==> config.mk <==
export PLATFORM = sky130hd
export DESIGN_NAME = score_text_line_fetcher
export DESIGN_NICKNAME = d
export VERILOG_FILES = /design/src/rtl/score_text_line_fetcher.sv
export SDC_FILE = /design/constraint.sdc
export NUM_CORES = 1
export LEC_CHECK = 0
export ABC_AREA = 0
export CORE_ASPECT_RATIO = 0.8
export CORE_MARGIN = 5
export CORE_UTILIZATION = 55
export DETAILED_ROUTE_END_ITERATION = 16
export DONT_BUFFER_PORTS = 1
export GPL_TIMING_DRIVEN = 0
export PLACE_DENSITY = 0.73
export SLEW_MARGIN = 20
export SYNTH_ARGS = -nofsm -noshare
export SYNTH_HDL_FRONTEND = slang
export SYNTH_SLANG_ARGS = --single-unit
==> constraint.sdc <==
create_clock -name Clk -period 2.5 [get_ports Clk]
set_input_delay 0.5 -clock Clk [delete_from_list [all_inputs] [get_ports Clk]]
set_output_delay 0.5 -clock Clk [all_outputs]
set_load 0.01 [all_outputs]
==> src/rtl/score_text_line_fetcher.sv <==
// Font-ROM sequencer for the "SCORE:" text box. It prefetches one scanline of glyph bytes
// during horizontal blank, then serialises them into a registered text_on pixel stream.
module score_text_line_fetcher #(
  parameter logic [9:0] TEXT_X     = 10'd16,
  parameter logic [9:0] TEXT_Y     = 10'd8,
  parameter int         NUM_GLYPHS = 6,
  parameter int         GLYPH_H    = 16
) (
  input  logic       Clk,
  input  logic       Reset,
  input  logic       line_start,
  input  logic [9:0] next_y,
  input  logic [9:0] DrawX,
  input  logic [9:0] DrawY,
  output logic [7:0] rom_addr,
  input  logic [7:0] rom_data,
  output logic       text_on,
  output logic       busy
);

  localparam int             IDX_W     = (NUM_GLYPHS > 1) ? $clog2(NUM_GLYPHS) : 1;
  localparam int             ROW_W     = (GLYPH_H > 1) ? $clog2(GLYPH_H) : 1;
  localparam logic [IDX_W-1:0] LAST_IDX = IDX_W'(NUM_GLYPHS - 1);
  localparam logic [7:0]     ADDR_STEP = 8'(GLYPH_H);
  localparam logic [9:0]     BOX_H     = 10'(GLYPH_H);
  localparam logic [9:0]     BOX_W     = 10'(NUM_GLYPHS * 8);

  typedef enum logic [1:0] {
    S_IDLE  = 2'd0,
    S_FETCH = 2'd1,
    S_READY = 2'd2
  } state_t;

  state_t           r_state;
  logic [7:0]       r_rom_addr;
  logic             r_text_on;
  logic             r_line_valid;
  logic [9:0]       r_line_y;
  logic [ROW_W-1:0] r_row;
  logic [IDX_W-1:0] r_idx;
  logic [7:0]       r_buf [NUM_GLYPHS];

  state_t           w_state_nxt;
  logic [7:0]       w_rom_addr_nxt;
  logic             w_line_valid_nxt;
  logic [9:0]       w_line_y_nxt;
  logic [ROW_W-1:0] w_row_nxt;
  logic [IDX_W-1:0] w_idx_nxt;
  logic             w_buf_we;
  logic [9:0]       w_y_off;
  logic             w_in_box;
  logic [9:0]       w_dx;
  logic             w_in_x;
  logic             w_pix;
  logic             w_text_on_nxt;

  assign w_y_off  = next_y - TEXT_Y;
  assign w_in_box = (next_y >= TEXT_Y) && (w_y_off < BOX_H);
  assign w_dx     = DrawX - TEXT_X;
  assign w_in_x   = (DrawX >= TEXT_X) && (w_dx < BOX_W);

  // Next-state and fetch datapath; line_start overrides whatever the FSM is doing.
  always_comb begin
    w_state_nxt      = r_state;
    w_rom_addr_nxt   = r_rom_addr;
    w_line_valid_nxt = r_line_valid;
    w_line_y_nxt     = r_line_y;
    w_row_nxt        = r_row;
    w_idx_nxt        = r_idx;
    w_buf_we         = 1'b0;
    if (line_start) begin
      w_line_valid_nxt = 1'b0;
      if (w_in_box) begin
        w_row_nxt      = w_y_off[ROW_W-1:0];
        w_line_y_nxt   = next_y;
        w_idx_nxt      = '0;
        w_rom_addr_nxt = 8'(w_y_off[ROW_W-1:0]);
        w_state_nxt    = S_FETCH;
      end else begin
        w_rom_addr_nxt = 8'd0;
        w_state_nxt    = S_IDLE;
      end
    end else begin
      case (r_state)
        S_FETCH: begin
          w_buf_we = 1'b1;
          // rom_addr already equals idx*GLYPH_H+row, so the next glyph is one stride away
          if (r_idx != LAST_IDX) begin
            w_idx_nxt      = r_idx + 1'b1;
            w_rom_addr_nxt = r_rom_addr + ADDR_STEP;
          end else begin
            w_line_valid_nxt = 1'b1;
            w_rom_addr_nxt   = 8'd0;
            w_state_nxt      = S_READY;
          end
        end
        S_READY: begin
          w_rom_addr_nxt = 8'd0;
        end
        S_IDLE: begin
          w_rom_addr_nxt = 8'd0;
        end
        default: begin
          w_state_nxt      = S_IDLE;
          w_rom_addr_nxt   = 8'd0;
          w_line_valid_nxt = 1'b0;
        end
      endcase
    end
  end

  // Pixel select from the line buffer for the current beam position.
  always_comb begin
    w_pix = 1'b0;
    if (w_in_x) begin
      w_pix = r_buf[w_dx[IDX_W+2:3]][3'd7 - w_dx[2:0]];
    end else begin
      w_pix = 1'b0;
    end
    w_text_on_nxt = r_line_valid && (DrawY == r_line_y) && w_pix;
  end

  // State, address, buffer and pixel registers.
  always_ff @(posedge Clk) begin
    if (Reset) begin
      r_state      <= S_IDLE;
      r_rom_addr   <= 8'd0;
      r_text_on    <= 1'b0;
      r_line_valid <= 1'b0;
      r_line_y     <= 10'd0;
      r_row        <= '0;
      r_idx        <= '0;
      for (int i = 0; i < NUM_GLYPHS; i++) begin
        r_buf[i] <= 8'd0;
      end
    end else begin
      r_state      <= w_state_nxt;
      r_rom_addr   <= w_rom_addr_nxt;
      r_text_on    <= w_text_on_nxt;
      r_line_valid <= w_line_valid_nxt;
      r_line_y     <= w_line_y_nxt;
      r_row        <= w_row_nxt;
      r_idx        <= w_idx_nxt;
      if (w_buf_we) begin
        r_buf[r_idx] <= rom_data;
      end
    end
  end

  assign rom_addr = r_rom_addr;
  assign text_on  = r_text_on;
  assign busy     = (r_state == S_FETCH);

endmodule

==> impl_metrics.tcl <==
set metrics [dict create \
    hp-class "input pin to flop" \
    critPathLaunchType "input pin" \
    die-width_um 105 \
    yosysUniqueCellTypes 41 \
    finalMaxSlewViolations 0 \
    regArea_um2 2420 \
    yosysWarnings 0 \
    clock_skew_ns 0.00686 \
    syn_nets 369 \
    hpwl_um 6060 \
    drive_gt1_share_pct 13.0 \
    gp_congestion 0.828 \
    core_um2 6960 \
    placed_cells 409 \
    status "finished clean" \
    clk_latency_ns 0.36 \
    yosysTopAreaCell "edfxtp_1" \
    p_leak_uw 0.00163 \
    final_area_um2 4330 \
    fin_cells 425 \
    initial_core_util_pct 57.3 \
    fin_nets 380 \
    clkTransAtPathRegs_ns 0.08 \
    path_max_fanout 10 \
    rsz0062_at_grt "false" \
    vias_per_cell 5.88 \
    area_growth_pct 8.53 \
    grt_usage_pct 20.0 \
    async_flop_share_pct 0 \
    clock_sinks 89 \
    tightest_slew_ns 0.995 \
    htreeDepth 3 \
    drt-met1-wl_um 3800 \
    power.switching_uw 579 \
    synth_cells 322 \
    yosysSeqAreaShare_pct 60.7 \
    placementRows 27 \
    ys_seq_elements 89 \
    cp.required_ns 2.77 \
    fill_cells 564 \
    synth_top_area_share_pct 48.2 \
    placed_area_um2 4100 \
    synth_area_um2 3990 \
    wl_per_cell_um 20.3 \
    multi_input_area_um2 1470 \
    finalHoldViolations 0 \
    wl_met3_um 822 \
    crit_type "input pin to flop" \
    grt_pass1_vias 2508 \
    swShare_pct 21.3 \
    dr.pass1.iters 5 \
    routed_wl_um 8630 \
    chipHeight_um 86.2 \
    final_antenna_net_count 0 \
    combPwrFrac_pct 5.4 \
    grt_start_max_net_pins 15 \
    peakVddDrop_v 0.000323 \
    die-area_um2 9070 \
    overflow 0 \
    synth_area_leaders "edfxtp_1, dfxtp_1, nor2_1" \
    drtIter0Drc 211 \
    met2_length_um 3910 \
    power.internal_uw 2140 \
    cts_buffer_depth 2 \
    drcViolationCount 0 \
    cp-end-kind "flop" \
    cts_setup_buffers 0 \
    maxCapViolations 0 \
    grt_pass1_wl_um 13700 \
    placement.io_buffers 0 \
    antenna_cells 0 \
    p_clk_share_pct 35.7 \
    cp_data_arrival_time_ns 2.54 \
    synth_edf_count 64 \
    numCtsBuffers 9 \
    period_share_pct 90.9 \
    fin_crit_ns 2.27 \
    fmax_mhz 440 \
    cts_root_buf "clkbuf_8" \
    tns_ns 0 \
    num_io_pins 51 \
    relSlewSlack_pct 33.4 \
    vias 2500 \
    setup_viol 0 \
    antenna_found_initial 0 \
    synthFlopType "edfxtp_1" \
    tritoncts "done" \
    finalPower_uw 2720 \
    seqPwrFrac_pct 58.9 \
    highest_layer "met4" \
    avgSynthCellArea_um2 12.4 \
    power.density_nw_per_um2 629 \
]
## power by group through the flow
stage	combinational [uW]	clock [uW]	sequential (uW)
after floorplan	111	0	1630
after global placement	143	0	1640
after detailed placement	144	0	1640
after CTS	145	993	1600
after global routing	160	1060	1610
final	147	972	1600
## routing by layer
| layer | global-route usage (%) | vias to the layer above |
|---|---|---|
| met5 | 0 | - |
| met4 | 5.57 | 0 |
| met3 | 7.00 | 9 |
| met2 | 28.7 | 93 |
| met1 | 29.1 | 1212 |
| li1 | - | 1186 |
## cells in the mapped netlist, types with 3 or more instances
library cell and number:
a21oi_1 11, a32o_1 4, and2_1 5, and3_1 3, clkbuf_1 11, dfxtp_1 25, edfxtp_1 64, ha_1 6
inv_1 13, mux2_2 3, mux2i_1 3, mux4_1 7, mux4_2 9, nand2_1 28, nand2b_1 5, nor2_1 60
nor2b_1 4, nor3_1 4, nor4_1 3, o21ai_0 13, or3_1 3, or4_1 3, xnor2_1 6, xor2_1 7
## worst paths after layout
check	start	end	slack, ns	cells past startpoint
min	line_start	r_state[1]	0.21	1
min reg2reg	r_line_y[6]	r_line_y[6]	0.49	2
max reg2reg	r_state[0]	r_buf[3][1]	0.27	5
max	DrawX[4]	text_on	0.23	10
## final cells by class
class / instances / area share (%)
clock inverter: 6 / 1.33
inverter: 13 / 1.13
clock buffer: 10 / 3.18
sequential: 89 / 56.0
buffer: 16 / 1.85
multi-input combinational: 204 / 34.0
tap: 87 / 2.51
## cell usage in the layout, fill, tap and decap left out, types with 4 or more instances in the layout
cell / instances
ha_1: 6
o21ai_0: 13
inv_1: 13
mux4_1: 7
nor3_1: 4
clkbuf_1: 9
a21oi_1: 11
a32o_1: 4
xnor2_1: 6
and2_1: 5
nor2_1: 58
clkbuf_8: 10
nand2_1: 28
dfxtp_1: 25
mux4_2: 9
xor2_1: 7
edfxtp_1: 64
## worst max-delay path, cell delays in order
cell	delay, ns
clkbuf_2	0.17
buf_2	0.25
inv_1	0.17
ha_1	0.38
clkbuf_4	0.23
mux4_2	0.26
nand2_1	0.05
nand4_1	0.11
o2111ai_1	0.16
nor4_1	0.25
## what timing repair did
item	in CTS	in global routing
hold buffers	0	0
pin swaps	0	0
endpoints found under the setup margin	24	41
gates resized for setup	3	11
## state kept, by name (all words and copies together), names as in the netlist
signal,cells
r_buf,64
r_idx,3
r_line_valid,1
r_line_y,10
r_state,2
rom_addr,8
text_on,1
## through the flow
stage	setup WS (ns)	hold WS [ns]	util, %
finish	0.226	0.213	62.2
detailed placement	-0.357	0.475	58.9
global route	0.0739	0.194	62.2
global placement	-0.367	0.479	58.9
CTS	-0.0656	0.194	61.8
floorplan	0.118	0.450	-
## cells by family after synthesis
group	count (synthesis)	synth area share (%)
DFF	89	60.7
adders and majority gates	6	1.88
buffers and inverters	29	3.07
AOI/OAI and AO/OA	38	6.09
xor gates and xnor gates	13	2.85
muxes	22	11.3
and+or+nand+nor	125	14.1
(Power assumes the default switching activity.)
